### src/rtl/graph_pkg.sv
// Shared definitions for the edge-bundle interface: lane geometry, the bundle
// record carried through the bundle FIFO, and small lane helpers.
package graph_pkg;

    localparam int EDGE_W     = 96;
    localparam int LANES      = 8;
    localparam int LANE_IDX_W = 3;

    // Lane k of a packed lane array sits at bits [EDGE_W*(k+1)-1 : EDGE_W*k]
    typedef logic [LANES-1:0][EDGE_W-1:0] lane_data_t;

    typedef struct packed {
        lane_data_t       data;
        logic [LANES-1:0] mask;
        logic             last;
    } bundle_t;

    // One-hot select for the lane addressed by idx
    function automatic logic [LANES-1:0] laneSelect(input logic [LANE_IDX_W-1:0] idx);
        logic [LANES-1:0] sel;
        sel      = '0;
        sel[idx] = 1'b1;
        return sel;
    endfunction

    // Number of occupied lanes in a bundle mask
    function automatic logic [LANE_IDX_W:0] laneCount(input logic [LANES-1:0] mask);
        logic [LANE_IDX_W:0] n;
        n = '0;
        for (int k = 0; k < LANES; k++) begin
            n = n + {{LANE_IDX_W{1'b0}}, mask[k]};
        end
        return n;
    endfunction

endpackage

### src/rtl/bundle_fifo2.sv
// Two-entry bundle FIFO sitting between the packer and the resolver.
// Push and pop in the same cycle both advance their pointers and leave the
// occupancy unchanged. The head entry is always presented on head_o.
module bundle_fifo2
    import graph_pkg::*;
(
    input  logic    clk,
    input  logic    rst,
    input  logic    push_i,
    input  bundle_t pushData_i,
    input  logic    pop_i,
    output bundle_t head_o,
    output logic [1:0] count_o
);

    bundle_t    mem_q [2];
    logic       wrPtr_q, wrPtr_d;
    logic       rdPtr_q, rdPtr_d;
    logic [1:0] count_q, count_d;
    logic       doPush, doPop;

    assign doPush = push_i && (count_q != 2'd2);
    assign doPop  = pop_i && (count_q != 2'd0);

    // Next pointer and occupancy values from the push/pop pair
    always_comb begin
        wrPtr_d = wrPtr_q;
        rdPtr_d = rdPtr_q;
        count_d = count_q;
        if (doPush) begin
            wrPtr_d = ~wrPtr_q;
        end
        if (doPop) begin
            rdPtr_d = ~rdPtr_q;
        end
        if (doPush && !doPop) begin
            count_d = count_q + 2'd1;
        end else if (doPop && !doPush) begin
            count_d = count_q - 2'd1;
        end
    end

    // Pointer and occupancy registers; reset empties the FIFO
    always_ff @(posedge clk) begin
        if (!rst) begin
            wrPtr_q <= 1'b0;
            rdPtr_q <= 1'b0;
            count_q <= 2'd0;
        end else begin
            wrPtr_q <= wrPtr_d;
            rdPtr_q <= rdPtr_d;
            count_q <= count_d;
        end
    end

    // Entry storage; contents are only observed while occupied, so no reset
    always_ff @(posedge clk) begin
        if (doPush) begin
            mem_q[wrPtr_q] <= pushData_i;
        end
    end

    assign head_o  = mem_q[rdPtr_q];
    assign count_o = count_q;

endmodule

### src/rtl/edge_bundle_packer.sv
// Packs a stream of single edges into 8-lane bundles for the bank conflict
// resolver. A bundle closes when lane 7 fills or on an in_last edge, is queued
// in a 2-entry FIFO, and is held on the output until the resolver advances.
module edge_bundle_packer #(
    parameter int EDGE_W = graph_pkg::EDGE_W,
    parameter int LANES  = graph_pkg::LANES,
    parameter int CNT_W  = 32
) (
    input  logic                    clk,
    input  logic                    rst,
    input  logic                    in_valid,
    input  logic [EDGE_W-1:0]       in_data,
    input  logic                    in_last,
    output logic                    in_ready,
    output logic                    out_valid,
    output logic [EDGE_W*LANES-1:0] out_data,
    output logic [LANES-1:0]        out_mask,
    input  logic                    adv,
    output logic [CNT_W-1:0]        bundles_sent,
    output logic [CNT_W-1:0]        edges_sent,
    output logic                    done
);

    import graph_pkg::*;

    logic [LANE_IDX_W-1:0] laneCnt_q, laneCnt_d;
    lane_data_t            packData_q, packData_d;
    logic [LANES-1:0]      packMask_q, packMask_d;
    logic [CNT_W-1:0]      bundlesSent_q, bundlesSent_d;
    logic [CNT_W-1:0]      edgesSent_q, edgesSent_d;
    logic                  done_q, done_d;

    bundle_t    pushBundle;
    bundle_t    head;
    logic [1:0] fifoCount;
    logic       xfer;
    logic       complete;
    logic       retire;

    // Ready depends only on registered FIFO occupancy, never on adv
    assign in_ready  = (fifoCount != 2'd2);
    assign xfer      = in_valid && in_ready;
    assign out_valid = (fifoCount != 2'd0);
    assign retire    = adv && out_valid;

    // Merge the incoming edge into the packing register and decide whether it closes a bundle
    always_comb begin
        pushBundle                 = '0;
        pushBundle.data            = packData_q;
        pushBundle.data[laneCnt_q] = in_data;
        pushBundle.mask            = packMask_q | laneSelect(laneCnt_q);
        pushBundle.last            = in_last;
        complete                   = xfer && ((laneCnt_q == LANE_IDX_W'(LANES - 1)) || in_last);
        packData_d                 = packData_q;
        packMask_d                 = packMask_q;
        laneCnt_d                  = laneCnt_q;
        if (complete) begin
            packData_d = '0;
            packMask_d = '0;
            laneCnt_d  = '0;
        end else if (xfer) begin
            packData_d = pushBundle.data;
            packMask_d = pushBundle.mask;
            laneCnt_d  = laneCnt_q + 1'b1;
        end
    end

    // Packing register; reset discards any partial bundle
    always_ff @(posedge clk) begin
        if (!rst) begin
            laneCnt_q  <= '0;
            packData_q <= '0;
            packMask_q <= '0;
        end else begin
            laneCnt_q  <= laneCnt_d;
            packData_q <= packData_d;
            packMask_q <= packMask_d;
        end
    end

    // Retire statistics and the end-of-partition pulse
    always_comb begin
        bundlesSent_d = bundlesSent_q;
        edgesSent_d   = edgesSent_q;
        done_d        = 1'b0;
        if (retire) begin
            bundlesSent_d = bundlesSent_q + 1'b1;
            edgesSent_d   = edgesSent_q + {{(CNT_W - LANE_IDX_W - 1){1'b0}}, laneCount(head.mask)};
            done_d        = head.last;
        end
    end

    // Statistics registers; both counters wrap naturally at their width
    always_ff @(posedge clk) begin
        if (!rst) begin
            bundlesSent_q <= '0;
            edgesSent_q   <= '0;
            done_q        <= 1'b0;
        end else begin
            bundlesSent_q <= bundlesSent_d;
            edgesSent_q   <= edgesSent_d;
            done_q        <= done_d;
        end
    end

    bundle_fifo2 u_fifo (
        .clk       (clk),
        .rst       (rst),
        .push_i    (complete),
        .pushData_i(pushBundle),
        .pop_i     (retire),
        .head_o    (head),
        .count_o   (fifoCount)
    );

    // An empty FIFO presents an all-zero bundle rather than stale storage
    assign out_data     = out_valid ? head.data : '0;
    assign out_mask     = out_valid ? head.mask : '0;
    assign bundles_sent = bundlesSent_q;
    assign edges_sent   = edgesSent_q;
    assign done         = done_q;

endmodule

### config.mk
export PLATFORM = sky130hd
export DESIGN_NAME = edge_bundle_packer
export DESIGN_NICKNAME = d
export VERILOG_FILES = /design/src/rtl/graph_pkg.sv /design/src/rtl/bundle_fifo2.sv /design/src/rtl/edge_bundle_packer.sv
export SDC_FILE = /design/constraint.sdc
export NUM_CORES = 2
export LEC_CHECK = 0
export CELL_PAD_IN_SITES_DETAIL_PLACEMENT = 0
export CELL_PAD_IN_SITES_GLOBAL_PLACEMENT = 1
export CORE_ASPECT_RATIO = 1.75
export CORE_UTILIZATION = 42
export DETAILED_ROUTE_END_ITERATION = 10
export PLACE_DENSITY_LB_ADDON = 0.1
export SYNTH_ARGS = -nofsm -noshare
export SYNTH_HDL_FRONTEND = slang
export SYNTH_HIERARCHICAL = 1
export SYNTH_SLANG_ARGS = --single-unit
### constraint.sdc
create_clock -name clk -period 121.8 [get_ports clk]
set_input_delay 24.36 -clock clk [delete_from_list [all_inputs] [get_ports clk]]
set_output_delay 24.36 -clock clk [all_outputs]
set_load 0.01 [all_outputs]
==> results.toml <==
[outcome]
status = "finished clean"

[cts]
numCtsBuffers = 226
clock-sinks = 2403
clkLatencyLatePin_ns = 0.89
clkTransAtPathRegs_ns = 0.06
post_cts_buffers = 0
cts_hold_buffers = 0
ctsResizeCount = 0
cts_tree = "done"
clk_path_buf_depth = 4
htreeDepth = 4
cts-root-buf = "clkbuf_16"

[sta]
fin_worst_skew_ns = 0.04788
whs_ns = 0.4485
setup_violations = 0
slew_violations = 0
worst_pin_slew_ns = 1.235
rsz0062_at_grt = "no"
period_share_pct = 25.62
fin_crit_ns = 31.21
setup_tns_ns = 0
slew_headroom_pct = 17.69
fmax_mhz = 32.04
finalHoldViolations = 0

[placement]
io_buffers = 943
place_area_sq_mm = 0.1122
gp_congestion = 0.7947
hpwl_um = 194200

[global_routing]
grt_use_total_pct = 25.48
grt_max_degree = 208
grt_pass1_vias = 63530
antenna_found_initial = 54
grt_pass1_wl_um = 449300
overflow = 0

[die]
core-area_sq_mm = 0.2384
die-area_sq_mm = 0.2420
initial_core_util_pct = 42.27
boundaryPins = 944
rows = 237
fp.dieW_um = 372.3
die_h_um = 650.0

[layout]
layout_common_cells = "1554 x edfxtp_1, 1490 x nand2_1, 1428 x mux2_2"
final_nets = 8789
drive_above_1_share_pct = 21.41
multi_input_area_sq_mm = 0.03427
area_delta_synth_final_pct = 18.54
seqCellArea_sq_mm = 0.06366
final_util_pct = 50.10
n_fill_cell = 20890
final_area_sq_mm = 0.1195
mostFrequentLayoutCell = "edfxtp_1"

[worst_setup_path]
path_cells = "buf_4, buf_4, buf_4, buf_4, buf_4, mux2_2, and2_1, clkdlybuf4s50_1"
cpMostUsedCell = "buf_4"
end_kind = "output port"
arrival_ns = 6.85
critPathKind = "reg2out"
slowest_stage = "buf_4"
cp_top_family = "buffers and inverters"
cp-start-kind = "register"
critPathRequiredTime_ns = 97.44
crit_fanout = 69
max_stage_delay_ns = 0.86
path_buf_inv = 6

[routing]
route.detailed.drc = 0
num_vias = 63590
drt-initial-drc-count = 4929
vias_per_cell = 5.307
wl_per_cell_um = 26.37
drtAntennaViolNets = 0
drt_pass1_iterations = 5
wl_um = 316000

[power]
cellPowerDensity_mw_per_mm2 = 17.71
leakage_nw = 41.08
max-vdd-ir-drop_v = 0.00001205

[hold_path]
min_path_type = "reg2reg"

[logic_synthesis]
synth.distinct_cells = 50
ys_async_sr_fraction_pct = 0
netlist_instances = 8032
synth_nets = 8148
synth_edf_count = 1554
syn-cell-area_sq_mm = 0.1008
avgSynthCellArea_sq_um = 12.55
synthFlopType = "edfxtp_1"
ys_seq_area_share_pct = 63.18
ys_ff_latch = 2403
yosys_warnings = 6

[job]
cap_viol_max_count = 0
## routing by layer
metal / global-route usage (%) / wire length [um] / vias to the layer above / part of all wire, %
met5: 0.3644 / 187 / - / 0.059
met1: 32.68 / 130000 / 31890 / 41
met4: 8.214 / 10080 / 12 / 3.2
li1: - / - / 29230 / -
met2: 42.59 / 153500 / 2051 / 49
met3: 5.316 / 22140 / 400 / 7.0
## worst paths after layout
check,cells after the start,start,slack [ns],end
worst max-delay path,8,register,90.59,out_data[433]
worst min-delay path,2,packData_q[48],0.45,packData_q[48]
worst max register to register,12,laneCnt_q[0],114.49,u_fifo/mem_q[1][229]
worst min register to register,2,packData_q[48],0.45,packData_q[48]
## worst min-delay path, delay by kind of cell (launching register included)
family / cells / cell delay [ns]
flops: 1 / 0.30
simple gates: 1 / 0.05
compound gates: 1 / 0.05
## registers in the layout, indices dropped and copies added, names as in the netlist, named ones only
name,cells
u_fifo/wrPtr_q,1
bundles_sent,32
u_fifo/rdPtr_q,1
u_fifo/mem_q,1554
edges_sent,32
done,1
packMask_q,8
laneCnt_q,3
u_fifo/count_o,2
packData_q,768
## cell usage after synthesis (all sizes together), types with 3 or more instances
cell	number	area, sq um
and2	775	4848
xor2	21	183.9
nand4	19	125.1
nand2b	19	118.9
a211oi	5	37.54
buf	240	1475
o21ai	10	50.05
edfxtp	1554	46660
nand2	1495	5612
nor3	55	285.3
mux2	1545	17400
nor2	172	645.6
nor3b	3	22.52
nand3	19	95.09
and3	10	62.56
nor4	9	111.4
inv	21	78.82
xnor2	29	254.0
or3	7	43.79
dfxtp	849	17000
fa	5	100.1
nand3b	3	22.52
ha	10	125.1
mux2i	8	80.08
a21oi	740	3704
or2	6	37.53
clkbuf	386	1449
## cell families after synthesis
| family | synth area share [%] |
|---|---|
| muxes | 17.34 |
| DFF | 63.18 |
| buffers and inverters | 2.980 |
| AOI/OAI and AO/OA | 3.824 |
| adders and majority gates | 0.2235 |
| and+or+nand+nor | 12.02 |
| xor gates and xnor gates | 0.4346 |
## where the power goes
part           internal (mW)  switching (mW)
combinational          0.215           0.265
sequential             0.919          0.0130
clock                  0.393           0.311
## metrics by stage
stage,setup WS (ns),power [mW],cells
after global placement,90.46,1.432,11550
final,90.59,2.115,11980
after floorplan,62.61,1.221,8032
after global routing,90.21,2.193,11980
after CTS,90.47,2.139,11970
after detailed placement,90.36,1.433,11550
## cell type report
class	instances	area share, %
Inverter	21	0.07856
Timing Repair Buffer	1039	8.610
Antenna cell	13	0.02723
Tap cell	3107	3.254
Multi-Input combinational cell	4982	28.69
Clock buffer	291	5.101
Clock inverter	126	0.9427
Sequential cell	2403	53.30
Power figures use the tool's default switching activity.
